**src/rtl/timer_alarm_sched.sv**
```systemverilog
// Software alarm scheduler: keeps NumAlarms 64-bit deadlines and programs
// the earliest enabled one into an mtimecmp-style timer over a simple bus.
module timer_alarm_sched #(
    parameter int                      NumAlarms    = 4,
    parameter int                      AddressWidth = 32,
    parameter logic [AddressWidth-1:0] TimerBase    = '0
) (
    input  logic                         clk_i,
    input  logic                         rst_ni,
    input  logic                         arm_valid_i,
    output logic                         arm_ready_o,
    input  logic [$clog2(NumAlarms)-1:0] arm_id_i,
    input  logic                         arm_enable_i,
    input  logic [63:0]                  arm_deadline_i,
    output logic [NumAlarms-1:0]         fired_o,
    output logic                         err_o,
    output logic                         timer_req_o,
    output logic                         timer_we_o,
    output logic [AddressWidth-1:0]      timer_addr_o,
    output logic [3:0]                   timer_be_o,
    output logic [31:0]                  timer_wdata_o,
    input  logic                         timer_rvalid_i,
    input  logic                         timer_err_i,
    input  logic                         timer_intr_i
);
    localparam int IdW = $clog2(NumAlarms);

    typedef enum logic [2:0] {
        IDLE, SCAN, WR_HI_MAX, WR_LO, WR_HI, WAIT_IRQ
    } state_e;

    state_e               r_state, w_state_next;
    logic [NumAlarms-1:0] r_en, w_en_next, w_fire, r_fired;
    logic [63:0]          r_dl [NumAlarms];
    logic [IdW-1:0]       r_tgt_id, w_min_id;
    logic [63:0]          r_tgt_dl, w_min_dl;
    logic                 r_any, w_any, r_issued, r_err;
    logic                 w_wr, w_req, w_accept, w_irq, w_rsp, w_id_ok;

    assign w_wr        = (r_state == WR_HI_MAX) || (r_state == WR_LO)
                      || (r_state == WR_HI);
    assign arm_ready_o = (r_state == IDLE) || (r_state == WAIT_IRQ);
    assign w_accept    = arm_valid_i && arm_ready_o;
    assign w_id_ok     = int'(arm_id_i) < NumAlarms;
    assign w_irq       = (r_state == WAIT_IRQ) && timer_intr_i;
    assign w_rsp       = w_wr && timer_rvalid_i;
    assign w_req       = w_wr && !r_issued;

    // Earliest enabled deadline; strict compare keeps the lowest index on ties
    always_comb begin
        w_any    = 1'b0;
        w_min_dl = '1;
        w_min_id = '0;
        for (int i = 0; i < NumAlarms; i++) begin
            if (r_en[i] && (!w_any || r_dl[i] < w_min_dl)) begin
                w_any    = 1'b1;
                w_min_dl = r_dl[i];
                w_min_id = IdW'(i);
            end
        end
    end

    // Firing is applied before a same-cycle arm/cancel
    always_comb begin
        w_fire = '0;
        for (int i = 0; i < NumAlarms; i++) begin
            w_fire[i] = (r_en[i] && (r_dl[i] == r_tgt_dl))
                     || (IdW'(i) == r_tgt_id);
        end
        w_en_next = r_en;
        if (w_irq) begin
            w_en_next = r_en & ~w_fire;
        end
        if (w_accept && w_id_ok) begin
            w_en_next[arm_id_i] = arm_enable_i;
        end
    end

    always_comb begin
        w_state_next = r_state;
        unique case (r_state)
            IDLE:      if (w_accept) w_state_next = SCAN;
            SCAN:      w_state_next = WR_HI_MAX;
            WR_HI_MAX: if (w_rsp) w_state_next = r_any ? WR_LO : IDLE;
            WR_LO:     if (w_rsp) w_state_next = WR_HI;
            WR_HI:     if (w_rsp) w_state_next = WAIT_IRQ;
            WAIT_IRQ:  if (w_accept || w_irq) w_state_next = SCAN;
            default:   w_state_next = IDLE;
        endcase
    end

    always_ff @(posedge clk_i or negedge rst_ni) begin
        if (!rst_ni) begin
            r_state  <= IDLE;
            r_en     <= '0;
            r_fired  <= '0;
            r_err    <= 1'b0;
            r_issued <= 1'b0;
        end else begin
            r_state  <= w_state_next;
            r_en     <= w_en_next;
            r_fired  <= w_irq ? w_fire : '0;
            r_err    <= r_err | (timer_rvalid_i & timer_err_i);
            r_issued <= w_rsp ? 1'b0 : (r_issued | w_req);
        end
    end

    always_ff @(posedge clk_i) begin
        if (w_accept && w_id_ok && arm_enable_i) begin
            r_dl[arm_id_i] <= arm_deadline_i;
        end
        if (r_state == SCAN) begin
            r_tgt_id <= w_min_id;
            r_tgt_dl <= w_min_dl;
            r_any    <= w_any;
        end
    end

    // Parking the high word at all-ones first avoids a spurious match
    // while the low word is being rewritten.
    always_comb begin
        timer_addr_o  = '0;
        timer_wdata_o = '0;
        if (w_req) begin
            unique case (r_state)
                WR_HI_MAX: begin
                    timer_addr_o  = TimerBase + AddressWidth'(12);
                    timer_wdata_o = 32'hFFFF_FFFF;
                end
                WR_LO: begin
                    timer_addr_o  = TimerBase + AddressWidth'(8);
                    timer_wdata_o = r_tgt_dl[31:0];
                end
                WR_HI: begin
                    timer_addr_o  = TimerBase + AddressWidth'(12);
                    timer_wdata_o = r_tgt_dl[63:32];
                end
                default: ;
            endcase
        end
    end

    assign timer_req_o = w_req;
    assign timer_we_o  = w_req;
    assign timer_be_o  = w_req ? 4'hF : 4'h0;
    assign fired_o     = r_fired;
    assign err_o       = r_err;

endmodule

```
**config.mk**
```make
export PLATFORM = sky130hd
export DESIGN_NAME = timer_alarm_sched
export DESIGN_NICKNAME = d
export VERILOG_FILES = /design/src/rtl/timer_alarm_sched.sv
export SDC_FILE = /design/constraint.sdc
export NUM_CORES = 1
export LEC_CHECK = 0
export CAP_MARGIN = 10
export CORE_MARGIN = 4
export CORE_UTILIZATION = 55
export DETAILED_ROUTE_END_ITERATION = 10
export MAX_ROUTING_LAYER = met4
export PLACE_DENSITY = 0.78
export SETUP_SLACK_MARGIN = 0.02
export SYNTH_ARGS = -nofsm -noshare
export SYNTH_HDL_FRONTEND = slang
export SYNTH_SLANG_ARGS = --single-unit
export TNS_END_PERCENT = 5
```
**constraint.sdc**
```tcl
create_clock -name clk_i -period 8.95 [get_ports clk_i]
set_input_delay 0.895 -clock clk_i [delete_from_list [all_inputs] [get_ports clk_i]]
set_output_delay 0.895 -clock clk_i [all_outputs]
set_load 0.02 [all_outputs]
```
==> flow_metrics.tcl, run 1 <==
set metrics [dict create \
    hold_viol_final 0 \
    overflow 0 \
    violations "setup timing" \
    row_count 72 \
    yosysWarnings 0 \
    critical_path.max_stage_delay_ns 0.61 \
    area_delta_synth_final_pct 28.0 \
    maxSlewViolCount 0 \
    portBuffers 118 \
    cp-end-kind "flop" \
    initial_core_util_pct 55.9 \
    cts_made_buffers 39 \
    ys_seq_elements 336 \
    ios 149 \
    syn_avg_cell_area_um2 10.9 \
    holdWs_ns 0.460 \
    cts_tree "done" \
    cts_sinks 336 \
    period_needed_ns 9.32 \
    maxCapViolCount 0 \
    syn_inst 1983 \
    wl_per_cell_um 31.5 \
    r2r-start "r_en[0]$_DFF_PN0_" \
    min-delay-start "err_o$_DFF_PN0_" \
    worst_slack_ns -0.373 \
    cts_max_level 2 \
    synth_common_cells "edfxtp_1, inv_1, ha_1" \
    fin_crit_sh_pct 104 \
    setup_viol 66 \
    hold_path_end "err_o$_DFF_PN0_" \
    final_nets 2646 \
    synth_top_area_share_pct 44.8 \
    layout-drive-gt1-share_pct 21.7 \
    tightestPinTransition_ns 1.40 \
    rsz0062_at_grt "yes" \
    placed_area_um2 25500 \
    p_per_area_nw_per_um2 376 \
    die_h_um 206 \
    ys_types 66 \
    clk_latency_ns 0.59 \
    die_w_um 206 \
    grt_antenna_before_repair 3 \
    ff_latch_area_um2 10000 \
    critPathArrivalTime_ns 9.64 \
    hold_path_class "flop to flop" \
    fin_area_um2 27700 \
    path_max_fanout 12 \
    vias_per_cell 6.40 \
    reg2reg_to "r_tgt_dl[16]$_DFFE_PP_" \
    seq_area_frac_synth_pct 46.3 \
    core_um2 38700 \
    p_leak_nw 12.0 \
    fmax_mhz 107 \
    num-fill-cells 2710 \
    hold-path-cell-count 1 \
    die_area_um2 42600 \
    syn_area_um2 21600 \
    ant_nets 0 \
    gp_congestion 1.15 \
    vias 18800 \
    path_clk_slew_ns 0.06 \
    grt_max_degree 68 \
    crit_path_top_delay_cell "or4_4" \
    drcViolationCount 0 \
    path_class "flop to flop" \
    dr.pass1.iters 8 \
    start_kind "flop" \
    synth_top_area_cell "edfxtp_1" \
    grt_pass1_vias 18400 \
    timing.slew.headroom_pct 5.86 \
    synthArstFlopShare_pct 3.87 \
    required_ns 9.26 \
    peakVddDrop_v 0.000234 \
    status "finished with violations" \
    worstRegToRegCells 41 \
    synth_area_leaders "edfxtp_1, ha_1, mux2i_1" \
    clock_path_buffers 3 \
    synth_ff_type "edfxtp_1" \
    drt-total-wl_mm 92.6 \
    yosysMostFrequentCell "edfxtp_1" \
    multi_input_area_um2 10800 \
    cts_root_buf "clkbuf_16" \
    r2r_slack_ns -0.37 \
    drt_iter0_drc 2501 \
    p_total_w 0.0104 \
    cpMostUsedCell "buf_4" \
    clock_skew_ns 0.0241 \
    hpwlAfterDp_mm 70.7 \
    placed_cells 2835 \
    track_usage_pct 43.7 \
    synth_edf_count 323 \
    fin_cells 2937 \
    grt_pass1_wl_mm 129 \
]
==> metal layers <==
metal  vias up  part of all wire (%)  wire length [um]  GRT usage (%)
met1      9193                    38             35200           55.1
met5         -                     0                 0              -
li1       7938                     -                 -              -
met2      1328                    44             40500           64.8
met3       352                    11             10200           10.7
met4         0                   7.3              6740           24.7
==> flip-flops by register name, summed over array words and instances (netlist names), named ones only <==
register,cells
r_dl,256
r_tgt_dl,64
r_tgt_id,2
r_any,1
fired_o,4
err_o,1
r_state,3
r_en,4
==> layout by cell type (no fill, tap or decap), drive strengths merged, types with 4 or more instances in the layout <==
| cell type | instances |
|---|---|
| buf | 352 |
| edfxtp | 323 |
| inv | 235 |
| ha | 188 |
| mux2i | 187 |
| a21oi | 129 |
| clkdlybuf4s50 | 118 |
| nor2 | 97 |
| xnor2 | 95 |
| xor2 | 92 |
| nor2b | 69 |
| nand4 | 66 |
| clkbuf | 47 |
| nand2 | 41 |
| nor4 | 40 |
| o21ai | 37 |
| conb | 30 |
| o22ai | 28 |
| a221oi | 26 |
| a21o | 23 |
| nand3 | 20 |
| nor3 | 19 |
| dfrtp | 13 |
| clkinv | 13 |
| o211ai | 11 |
| o21a | 11 |
| nand2b | 11 |
| clkinvlp | 7 |
| o221ai | 6 |
| a211oi | 6 |
| o2bb2ai | 5 |
| a22o | 5 |
| a211o | 4 |
| a222oi | 4 |
| a2111oi | 4 |
==> cell families (layout without fill, tap and decap cells) <==
family,count (synthesis),in the layout,share of synthesized area [%]
muxes,189,189,8.76
xor gates and xnor gates,187,187,7.57
and+or+nand+nor,379,379,9.22
buffers and inverters,371,775,7.31
other,1,33,0.0173
adders and majority gates,188,188,10.9
DFF,336,336,46.3
AOI/OAI and AO/OA,332,332,9.92
==> worst max-delay path by stage <==
stage                             endpoint         startpoint  slack (ns)
CTS                 r_tgt_dl[16]$_DFFE_PP_  r_en[0]$_DFF_PN0_       -0.17
floorplan            r_tgt_dl[0]$_DFFE_PP_  r_en[0]$_DFF_PN0_        0.17
finish              r_tgt_dl[16]$_DFFE_PP_  r_en[0]$_DFF_PN0_       -0.37
global route        r_tgt_dl[16]$_DFFE_PP_  r_en[0]$_DFF_PN0_       -0.53
global placement     r_tgt_dl[0]$_DFFE_PP_  r_en[0]$_DFF_PN0_       -1.25
detailed placement   r_tgt_dl[8]$_DFFE_PP_  r_en[0]$_DFF_PN0_       -1.42
==> what timing repair did <==
action / CTS / global route
hold buffers: 0 / 0
gates cloned: 1 / 2
buffers inserted: 13 / 12
endpoints found under the setup margin: 66 / 66
pin swaps: 14 / 24
gates resized for setup: 58 / 78
==> power breakdown <==
| part | leakage, nW | internal [W] | switching [W] |
|---|---|---|---|
| combinational | 8.28 | 0.00284 | 0.00326 |
| clock | 0.594 | 0.000890 | 0.000698 |
| sequential | 3.09 | 0.00210 | 0.000639 |
| total | 12.0 | 0.00582 | 0.00460 |
==> layout make-up <==
type	count	area share [%]
Antenna cell	3	0.0271
Clock inverter	27	0.845
Sequential cell	336	36.2
Inverter	230	3.12
Timing Repair Buffer	473	14.8
Tap cell	518	2.34
Clock buffer	45	3.68
Multi-Input combinational cell	1305	39.0
==> through the flow <==
| stage | setup WS, ns | util, % | setup TNS (ns) |
|---|---|---|---|
| after floorplan | 0.174 | - | 0 |
| after global placement | -1.25 | 65.8 | -78.43 |
| after detailed placement | -1.42 | 65.8 | -89.53 |
| after CTS | -0.171 | 70.1 | -6.16 |
| after global routing | -0.534 | 71.5 | -30.48 |
| final | -0.373 | 71.5 | -19.13 |
==> worst max-delay path: cells and delay by family (launching register included) <==
family / cells / cell delay [ns]
AOI/OAI and AO/OA: 14 / 3.10
buffers and inverters: 15 / 2.29
and+or+nand+nor: 6 / 1.69
adders and majority gates: 3 / 0.88
muxes: 3 / 0.62
DFF: 1 / 0.45
(Power assumes the default switching activity.)
==> run 2: changes to the inputs <==
==> constraint.sdc (replaced) <==
create_clock -name clk_i -period 8.95 [get_ports clk_i]
set_input_delay 0.895 -clock clk_i [delete_from_list [all_inputs] [get_ports clk_i]]
set_output_delay 0.895 -clock clk_i [all_outputs]
set_load 0.05 [all_outputs]
==> results of run 2 <==
Same layout as run 1 (identical final DEF). Status: finished with violations: setup timing.
Main changes from that run: total power 0.0104 W -> 0.0107 W
